`src/rtl/uart_frame_rx_pkg.sv`:
```
// Purpose: shared state encodings, error codes and sizing helper for the framed UART receiver.
// Latency: n/a (types and constants only).
// Backpressure: n/a.
package uart_frame_rx_pkg;

    typedef enum logic [2:0] {
        ST_HUNT0 = 3'd0,
        ST_HUNT1 = 3'd1,
        ST_CMD   = 3'd2,
        ST_LEN   = 3'd3,
        ST_DATA  = 3'd4,
        ST_CHK   = 3'd5,
        ST_DRAIN = 3'd6
    } state_t;

    localparam logic [1:0] ERR_NONE = 2'b00;
    localparam logic [1:0] ERR_CHK  = 2'b01;
    localparam logic [1:0] ERR_LEN  = 2'b10;
    localparam logic [1:0] ERR_TMO  = 2'b11;

    localparam logic [7:0] HDR0_DEFAULT = 8'hAA;
    localparam logic [7:0] HDR1_DEFAULT = 8'h55;

    // Address width for a buffer of the given depth; never zero.
    function automatic int addr_bits(input int depth);
        return (depth > 1) ? $clog2(depth) : 1;
    endfunction

endpackage

```
`src/rtl/uart_frame_buf.sv`:
```
// Purpose: MAX_LEN x 8 payload store, one write port and one registered read port.
// Latency: write lands at the clock edge; read data appears the cycle after rd_en.
// Backpressure: none; rd_data holds its value while rd_en is low.
// Ports: clk_50m/rst clock and sync reset; wr_en/wr_addr/wr_data write port;
//        rd_en/rd_addr read request; rd_data registered read result (0 after reset).
module uart_frame_buf
    import uart_frame_rx_pkg::*;
#(
    parameter int MAX_LEN = 16,
    parameter int AW      = addr_bits(MAX_LEN)
) (
    input  logic          clk_50m,
    input  logic          rst,
    input  logic          wr_en,
    input  logic [AW-1:0] wr_addr,
    input  logic [7:0]    wr_data,
    input  logic          rd_en,
    input  logic [AW-1:0] rd_addr,
    output logic [7:0]    rd_data
);

    logic [7:0] mem [MAX_LEN];

    // Storage itself needs no reset: nothing is read before it has been written.
    always_ff @(posedge clk_50m) begin
        if (wr_en) begin
            mem[wr_addr] <= wr_data;
        end
    end

    always_ff @(posedge clk_50m) begin
        if (rst) begin
            rd_data <= '0;
        end else if (rd_en) begin
            rd_data <= mem[rd_addr];
        end
    end

endmodule

```
`src/rtl/uart_frame_rx.sv`:
```
// Purpose: parse 0xAA 0x55 CMD LEN PAYLOAD CHK frames from the UART byte receiver, release payload only if checksum is good.
// Latency: frm_ok/frm_err one cycle after the deciding byte is accepted; first payload beat one cycle after frm_ok.
// Backpressure: out_ready stalls the payload stream; while draining no UART bytes are acknowledged, so UART_RX holds its byte.
// Ports: clk_50m/rst clock and sync active-high reset; rx_rdy/rx_data/rx_rdy_clr UART_RX byte handshake;
//        frm_cmd/frm_len/frm_ok/frm_err/err_code frame status; out_valid/out_data/out_last/out_ready payload stream.
module uart_frame_rx
    import uart_frame_rx_pkg::*;
#(
    parameter int         MAX_LEN     = 16,
    parameter logic [7:0] HDR0        = HDR0_DEFAULT,
    parameter logic [7:0] HDR1        = HDR1_DEFAULT,
    parameter int         TIMEOUT_CYC = 500000
) (
    input  logic       clk_50m,
    input  logic       rst,
    input  logic       rx_rdy,
    input  logic [7:0] rx_data,
    output logic       rx_rdy_clr,
    output logic [7:0] frm_cmd,
    output logic [7:0] frm_len,
    output logic       frm_ok,
    output logic       frm_err,
    output logic [1:0] err_code,
    output logic       out_valid,
    output logic [7:0] out_data,
    output logic       out_last,
    input  logic       out_ready
);

    localparam int AW = addr_bits(MAX_LEN);
    localparam int TW = $clog2(TIMEOUT_CYC + 1);
    localparam logic [TW-1:0] TMO_LAST = TW'(TIMEOUT_CYC - 1);

    state_t        state_q, state_d;
    logic [7:0]    cmd_q, cmd_d;
    logic [7:0]    len_q, len_d;
    logic [7:0]    sum_q, sum_d;
    logic [7:0]    idx_q, idx_d;
    logic [7:0]    rd_ptr_q, rd_ptr_d;
    logic [TW-1:0] tmo_q, tmo_d;
    logic [1:0]    guard_q, guard_d;
    logic          ok_d, err_d, vld_d, last_d;
    logic [1:0]    code_d;
    logic          accept, wr_en, rd_en;

    // UART_RX drops rdy a couple of cycles after the clear, so the guard
    // blocks a second accept of the same byte for two cycles.
    assign accept  = rx_rdy && (guard_q == 2'd0) && (state_q != ST_DRAIN);
    assign guard_d = accept ? 2'd2 : ((guard_q != 2'd0) ? guard_q - 2'd1 : 2'd0);

    assign frm_cmd = cmd_q;
    assign frm_len = len_q;

    always_comb begin
        state_d  = state_q;
        cmd_d    = cmd_q;
        len_d    = len_q;
        sum_d    = sum_q;
        idx_d    = idx_q;
        rd_ptr_d = rd_ptr_q;
        tmo_d    = tmo_q;
        ok_d     = 1'b0;
        err_d    = 1'b0;
        code_d   = ERR_NONE;
        vld_d    = out_valid;
        last_d   = out_last;
        wr_en    = 1'b0;
        rd_en    = 1'b0;

        if (accept) begin
            tmo_d = '0;
            unique case (state_q)
                ST_HUNT0: begin
                    if (rx_data == HDR0) state_d = ST_HUNT1;
                end
                ST_HUNT1: begin
                    if (rx_data == HDR1)      state_d = ST_CMD;
                    else if (rx_data == HDR0) state_d = ST_HUNT1;
                    else                      state_d = ST_HUNT0;
                end
                ST_CMD: begin
                    cmd_d   = rx_data;
                    sum_d   = rx_data;
                    state_d = ST_LEN;
                end
                ST_LEN: begin
                    if (rx_data > 8'(MAX_LEN)) begin
                        err_d   = 1'b1;
                        code_d  = ERR_LEN;
                        state_d = ST_HUNT0;
                    end else begin
                        len_d   = rx_data;
                        sum_d   = sum_q + rx_data;
                        idx_d   = 8'd0;
                        state_d = (rx_data == 8'd0) ? ST_CHK : ST_DATA;
                    end
                end
                ST_DATA: begin
                    wr_en = 1'b1;
                    sum_d = sum_q + rx_data;
                    idx_d = idx_q + 8'd1;
                    if (idx_q == len_q - 8'd1) state_d = ST_CHK;
                end
                ST_CHK: begin
                    if (rx_data == sum_q) begin
                        ok_d     = 1'b1;
                        rd_ptr_d = 8'd0;
                        state_d  = (len_q == 8'd0) ? ST_HUNT0 : ST_DRAIN;
                    end else begin
                        err_d   = 1'b1;
                        code_d  = ERR_CHK;
                        state_d = ST_HUNT0;
                    end
                end
                default: ;
            endcase
        end else if (state_q inside {ST_HUNT1, ST_CMD, ST_LEN, ST_DATA, ST_CHK}) begin
            // A stalled sync pair is simply dropped; inside a frame it is an error.
            if (tmo_q == TMO_LAST) begin
                tmo_d   = '0;
                state_d = ST_HUNT0;
                if (state_q != ST_HUNT1) begin
                    err_d  = 1'b1;
                    code_d = ERR_TMO;
                end
            end else begin
                tmo_d = tmo_q + TW'(1);
            end
        end

        // Drain: the first DRAIN cycle (out_valid still low) prefetches beat 0;
        // afterwards each handshake fetches the next beat, so out_data holds during stalls.
        if (state_q == ST_DRAIN) begin
            if (!out_valid) begin
                rd_en    = 1'b1;
                rd_ptr_d = rd_ptr_q + 8'd1;
                vld_d    = 1'b1;
                last_d   = (rd_ptr_q == len_q - 8'd1);
            end else if (out_ready) begin
                if (out_last) begin
                    vld_d   = 1'b0;
                    last_d  = 1'b0;
                    state_d = ST_HUNT0;
                end else begin
                    rd_en    = 1'b1;
                    rd_ptr_d = rd_ptr_q + 8'd1;
                    last_d   = (rd_ptr_q == len_q - 8'd1);
                end
            end
        end
    end

    always_ff @(posedge clk_50m) begin
        if (rst) begin
            state_q    <= ST_HUNT0;
            cmd_q      <= '0;
            len_q      <= '0;
            sum_q      <= '0;
            idx_q      <= '0;
            rd_ptr_q   <= '0;
            tmo_q      <= '0;
            guard_q    <= '0;
            rx_rdy_clr <= 1'b0;
            frm_ok     <= 1'b0;
            frm_err    <= 1'b0;
            err_code   <= ERR_NONE;
            out_valid  <= 1'b0;
            out_last   <= 1'b0;
        end else begin
            state_q    <= state_d;
            cmd_q      <= cmd_d;
            len_q      <= len_d;
            sum_q      <= sum_d;
            idx_q      <= idx_d;
            rd_ptr_q   <= rd_ptr_d;
            tmo_q      <= tmo_d;
            guard_q    <= guard_d;
            rx_rdy_clr <= accept;
            frm_ok     <= ok_d;
            frm_err    <= err_d;
            err_code   <= code_d;
            out_valid  <= vld_d;
            out_last   <= last_d;
        end
    end

    uart_frame_buf #(
        .MAX_LEN (MAX_LEN),
        .AW      (AW)
    ) u_buf (
        .clk_50m (clk_50m),
        .rst     (rst),
        .wr_en   (wr_en),
        .wr_addr (idx_q[AW-1:0]),
        .wr_data (rx_data),
        .rd_en   (rd_en),
        .rd_addr (rd_ptr_q[AW-1:0]),
        .rd_data (out_data)
    );

endmodule
```
`config.mk`:
```
export PLATFORM = sky130hd
export DESIGN_NAME = uart_frame_rx
export DESIGN_NICKNAME = d
export VERILOG_FILES = /design/src/rtl/uart_frame_rx_pkg.sv /design/src/rtl/uart_frame_buf.sv /design/src/rtl/uart_frame_rx.sv
export SDC_FILE = /design/constraint.sdc
export NUM_CORES = 1
export LEC_CHECK = 0
export ABC_AREA = 1
export BUFFER_PORTS_ARGS = -buffer_cell sky130_fd_sc_hd__buf_4
export CAP_MARGIN = 20
export CORE_ASPECT_RATIO = 1.75
export CORE_MARGIN = 4
export CORE_UTILIZATION = 50
export DETAILED_ROUTE_END_ITERATION = 10
export HOLD_SLACK_MARGIN = 0.02
export PLACE_DENSITY = 0.67
export SYNTH_ARGS = -nofsm -noshare
export SYNTH_HDL_FRONTEND = slang
export SYNTH_SLANG_ARGS = --single-unit
```
`constraint.sdc`:
```
create_clock -name clk_50m -period 2.6 [get_ports clk_50m]
set_input_delay 0 -clock clk_50m [delete_from_list [all_inputs] [get_ports clk_50m]]
set_output_delay 0 -clock clk_50m [all_outputs]
set_load 0.005 [all_outputs]
```
After elaboration in Yosys (flattened, before gate mapping)
Memory sizes are Yosys's and may differ from the RTL's. A register that Yosys moved wholly into a read port is not among the register bits. Cells that the tools add are included.

Output and inout port bits: 31. RAM bits: 128. Word-level logic and storage cells: 119. Memories: 1. Bits of input ports: 12. Register bits after elaboration: 71.

Multiplexer cells: 58. Reduce and logical (&&, ||, !) cells: 18. Bitwise gates (word level): 4. $add $sub $neg: 6. Equal/unequal tests: 16. $lt $le $gt $ge: 1.

Memory list: u_buf.mem (depth 16, bits a word 8, rd ports 1, clocked after Yosys merged registers in 1, wr ports 1, RTL line uart_frame_buf.sv:22) `logic [7:0] mem [MAX_LEN];`.

Operator list (count): 2-to-1 mux 8 bit (9); 2-to-1 mux 3 bit (12); == test 8 bit (3); case mux 8 bit (3 select lines) (1); 2-to-1 mux 1 bit (23); adder 19 x 1 -> 19 bit (second input constant) (1); == test 19 bit (second input constant) (1); 2-to-1 mux 19 bit (1); case mux 3 bit (6 select lines) (1); adder 8 x 1 -> 8 bit (second input constant) (2); logical NOT 8 bit (2); 2-to-1 mux 2 bit (8); case mux 8 bit (2 select lines) (1); == test 3 bit (second input constant) (3); AND reduction 3 bit (3); adder 8 bit (1); == test 8 x 7 -> 1 bit (second input constant) (1); == test 8 bit (second input constant) (1); greater-than comparator 8 x 5 -> 1 bit (second input constant) (1); subtractor 8 x 1 -> 8 bit (second input constant) (1); == test 3 x 2 -> 1 bit (second input constant) (2); OR reduction 3 bit (2); nonzero test 5 bit (1); inverter 1 bit (4); 15 further kinds (18).

Depth between registers and ports, before layout
Word-level depth: 9. Mapped depth: 13. Mapped depth without buffers: 12.

By module
A second synthesis with hierarchy kept.

Cells, all modules: 1192. Area total of the unflattened synthesis: 10117.2 um2.

By module, submodules not included: uart_frame_buf (cells an instance 491, times used 1, sequential area each 4003.8 um2, area each 5577.8 um2); uart_frame_rx (cells an instance 701, times used 1, sequential area each 1421.4 um2, area each 4539.4 um2).

Worst setup path after synthesis
No wires, ideal clock.

Kind: flip-flop to flip-flop. Start: register state_q[2]. End: memory u_buf.mem[0][0] (enable). Data required time: 2230 ps. Stages on the path, launching flop included: 5. Path slack: 806 ps. Period minus slack after synthesis: 1794 ps. Arrival time: 1424 ps. Setup time: 370 ps. Path buffers: 0. Cells stage by stage: dfxtp_1 -> nand3_4 -> nor2_1 -> nand2_1 -> nor2_1.

Cells in the longest elaborated chain, start to end: 5. Elaborated cells between the ends (all ways): 7. Those cells by class: eq/ne (2); mux (4); reduce/logical (1).

Ends and longest elaborated chain: from (decl) (RTL line uart_frame_rx.sv:34) `state_t state_q, state_d;`; from (signal assigned) (RTL line uart_frame_rx.sv:170) `state_q <= state_d;`; == test 3 bit / inequality test 3 bit (equally long branches) (RTL line uart_frame_rx.sv:72, uart_frame_rx.sv:48); 2-to-1 mux 1 bit / logical AND 1 bit (equally long branches) (RTL line uart_frame_rx.sv:72, uart_frame_rx.sv:48); 2-to-1 mux 1 bit * (RTL line uart_frame_rx.sv:70) `if (accept) begin`; 2-to-1 mux 1 bit * (RTL line uart_frame_buf.sv:26) `if (wr_en) begin`; 2-to-1 mux 1 bit (implied by the code) * (RTL line uart_frame_buf.sv:27) `mem[wr_addr] <= wr_data;`; to (decl) (RTL line uart_frame_buf.sv:22).

Every way passes the cells marked *; elsewhere a longest branch is shown, timed or not.

Worst setup path in the final report
Start: register len_q[0] (netlist: frm_len[0]). End: register state_q[0].

Cells in the longest elaborated chain, start to end: 9.

Ends and longest elaborated chain: from (decl) (RTL line uart_frame_rx.sv:36) `logic [7:0] len_q, len_d;`; from (signal assigned) (RTL line uart_frame_rx.sv:172) `len_q <= len_d;`; subtractor 8 x 1 -> 8 bit * (RTL line uart_frame_rx.sv:102) `if (idx_q == len_q - 8'd1) state_d = ST_CHK;`; == test 8 bit * (RTL line uart_frame_rx.sv:102); 2-to-1 mux 3 bit * (RTL line uart_frame_rx.sv:102); case mux 3 bit (6 select lines) * (RTL line uart_frame_rx.sv:72) `unique case (state_q)`; 2-to-1 mux 3 bit * (RTL line uart_frame_rx.sv:70); 2-to-1 mux 3 bit (RTL line uart_frame_rx.sv:140) `if (out_last) begin`; 2-to-1 mux 3 bit (RTL line uart_frame_rx.sv:139) `end else if (out_ready) begin`; 2-to-1 mux 3 bit (RTL line uart_frame_rx.sv:134) `if (!out_valid) begin`; 2-to-1 mux 3 bit * (RTL line uart_frame_rx.sv:133) `if (state_q == ST_DRAIN) begin`.

Marks and branches as above. A chain may end at the register's enable or synchronous reset.

==> impl_metrics.env <==
export IMPL_routed_wl_um=26740
export IMPL_rrSetupSlack_ps=380
export IMPL_r2r_end="state_q[0]"
export IMPL_rr_worst_depth=11
export IMPL_fillCellCount=1748
export IMPL_cts_num_sinks=207
export IMPL_port_buffers=42
export IMPL_power_density_mw_per_mm2=635.0
export IMPL_cp_required_ps=3020
export IMPL_critPathMaxFanout=9
export IMPL_cap_violations=0
export IMPL_cts_tree="done"
export IMPL_maxSlewHeadroom_pct=50.62
export IMPL_synth_seq_area_share_pct=55.63
export IMPL_dp_cells=1392
export IMPL_fin_util_pct=58.61
export IMPL_clk_latency_ps=500
export IMPL_timing_rr_start="frm_len[0]"
export IMPL_synthTopCellsByCount="nand2_1, nor2_1, edfxtp_1"
export IMPL_critical_path_class="reg -> reg"
export IMPL_coreArea_sq_mm=0.01920
export IMPL_wl_per_cell_um=18.61
export IMPL_slew_violations=0
export IMPL_dr_pass1_iters=5
export IMPL_rsz0062_at_grt="no"
export IMPL_yosysMostFrequentCell="nand2_1"
export IMPL_drc=0
export IMPL_rows=67
export IMPL_avgSynthCellArea_sq_um=8.708
export IMPL_async_flop_share_pct=0
export IMPL_start_util_pct=50.80
export IMPL_grt_use_total_pct=24.41
export IMPL_grt_max_degree=69
export IMPL_hold_ws_ps=422.1
export IMPL_clockBufferDepth=3
export IMPL_stdcell_count=1437
export IMPL_synth_warnings=0
export IMPL_total_power_mw=7.144
export IMPL_final_area_sq_mm=0.01125
export IMPL_place_area_sq_mm=0.01047
export IMPL_syn_nets=1148
export IMPL_post_place_ws_ps=446.6
export IMPL_yosysTopAreaCell="edfxtp_1"
export IMPL_tightest_slew_ps=739.9
export IMPL_fmax_mhz=451.4
export IMPL_layout_setup_ws_ps=384.5
export IMPL_place_gp_congestion=1.035
export IMPL_yosysTopAreaCellShare_pct=39.41
export IMPL_die_height_um=192.8
export IMPL_cp_arrival_ps=2640
export IMPL_yosys_cell_types_count=41
export IMPL_ios=43
export IMPL_period_share_pct=85.21
export IMPL_postSynthCellCount=1120
export IMPL_hold_path_class="in -> reg"
export IMPL_ant_nets=0
export IMPL_p_leak_nw=4.167
export IMPL_grt_pass1_vias=8022
export IMPL_worstHoldStart="rst"
export IMPL_vias_per_cell=5.651
export IMPL_cts_buffers=19
export IMPL_startpoint_type="flip-flop"
export IMPL_path_clk_slew_ps=70
export IMPL_drt_iter0_drc=573
export IMPL_cts_resized=0
export IMPL_ys_top_cells_by_area="edfxtp_1, dfxtp_1, nand2_1"
export IMPL_antenna_found_initial=0
export IMPL_place_detailed_hpwl_um=19140
export IMPL_dieArea_sq_mm=0.02189
export IMPL_ir_drop_uv=501.9
export IMPL_synthFlopType="edfxtp_1"
export IMPL_cts_root_buf="clkbuf_16"
export IMPL_min_delay_worst_endpoint="rd_ptr_q[0]"
export IMPL_cts_hold_buf=11
export IMPL_synth_edff_count=128
export IMPL_areaGrowthSynthToFinish_pct=15.36
export IMPL_fin_skew_ps=15.25
export IMPL_routed_via_count=8121
export IMPL_finalSetupTns_ps=0
export IMPL_insertedDiodeCount=0
export IMPL_gr_total_overflow=0
export IMPL_drive_above_1_share_pct=11.20
export IMPL_outcome="completed"
export IMPL_synth_area_sq_mm=0.009753
export IMPL_grt_pass1_wl_um=41710
export IMPL_die_w_um=113.6
export IMPL_endpoint_kind="flip-flop"
export IMPL_min_path_cells=3
export IMPL_nNetsFinal=1211
export IMPL_synth_ff_latch_count=207
export IMPL_finalHoldViolCount=0
export IMPL_fin_crit_ps=2216
export IMPL_postCtsSetupBuffers=0
export IMPL_setup_viol=0
export IMPL_htree_levels=1
==> cell usage in the layout, fill, tap and decap left out, types with 8 or more instances in the layout <==
cell           netlist  final
inv_1               77     76
xor2_1              10     10
a21oi_1             66     66
edfxtp_1           128    128
nand2_1            202    202
inv_2               11     11
nor3_1              24     24
ha_1                15     15
dlygate4sd3_1        0     11
o22ai_1             22     22
nand4_1             32     32
o21ai_0            113    113
nand3_1             69     69
clkbuf_16            0     19
nor2_1             175    175
dfxtp_1             79     78
o211ai_1             8      8
a31oi_1             10     10
buf_4                2     70
==> where the power goes <==
group	total (mW)	internal, mW	switching (mW)	leakage [nW]
Clock	3.01	1.77	1.24	0.328
Combinational	0.576	0.181	0.395	2.05
Sequential	3.56	3.52	0.0376	1.79
Total	7.14	5.47	1.67	4.17
==> kinds of logic after synthesis <==
family,Yosys count,share of synthesized area (%)
XOR/XNOR,11,0.9878
AO/OA/AOI/OAI,230,12.59
AND/OR/NAND/NOR,524,23.43
buffers and inverters,132,5.247
flip-flops,207,55.63
adder cells (fa/ha/maj),16,2.130
==> registers in the layout (all words and copies together), names as in the netlist <==
name	count
err_code	2
frm_cmd	8
frm_err	1
frm_len	8
frm_ok	1
guard_q	2
idx_q	8
out_last	1
out_valid	1
rd_ptr_q	8
rx_rdy_clr	1
state_q	3
sum_q	8
tmo_q	19
u_buf.mem	128
u_buf.rd_data	8
==> worst max-delay path: stages, from the launching register on <==
cell	delay, ps
dfxtp_1	430
clkinv_1	300
ha_1	420
inv_1	100
nand2_1	70
nand3_1	90
nand2_1	60
nor2_1	130
nand3_1	90
nor2_1	100
nand3_1	140
a21oi_1	200
==> layout make-up <==
| type | instances | area, sq um | share of cell area, % |
|---|---|---|---|
| Sequential cell | 207 | 5426 | 48.23 |
| Tap cell | 241 | 301.5 | 2.680 |
| Clock buffer | 24 | 534.3 | 4.749 |
| Multi-Input combinational cell | 781 | 3816 | 33.92 |
| Timing Repair Buffer | 84 | 695.7 | 6.183 |
| Inverter | 90 | 337.8 | 3.003 |
| Clock inverter | 10 | 138.9 | 1.234 |
==> metal layers <==
metal	track usage [%]	wire [um]
met4	14.11	1701
met1	24.92	9360
met5	0	0
met2	47.19	14690
met3	2.322	988
==> worst max path at each step <==
stage                    start              end  slack (ps)  depth (start not counted)
floorplan           state_q[2]  u_buf.mem[0][0]         810                          4
finish              frm_len[0]       state_q[0]         380                         11
global placement    frm_len[0]       state_q[0]         480                         11
CTS                 frm_len[0]       state_q[0]         380                         11
global route        frm_len[0]       state_q[0]         220                         11
detailed placement  frm_len[0]       state_q[0]         450                         11
Note: power is estimated with default switching activity, not from simulation.
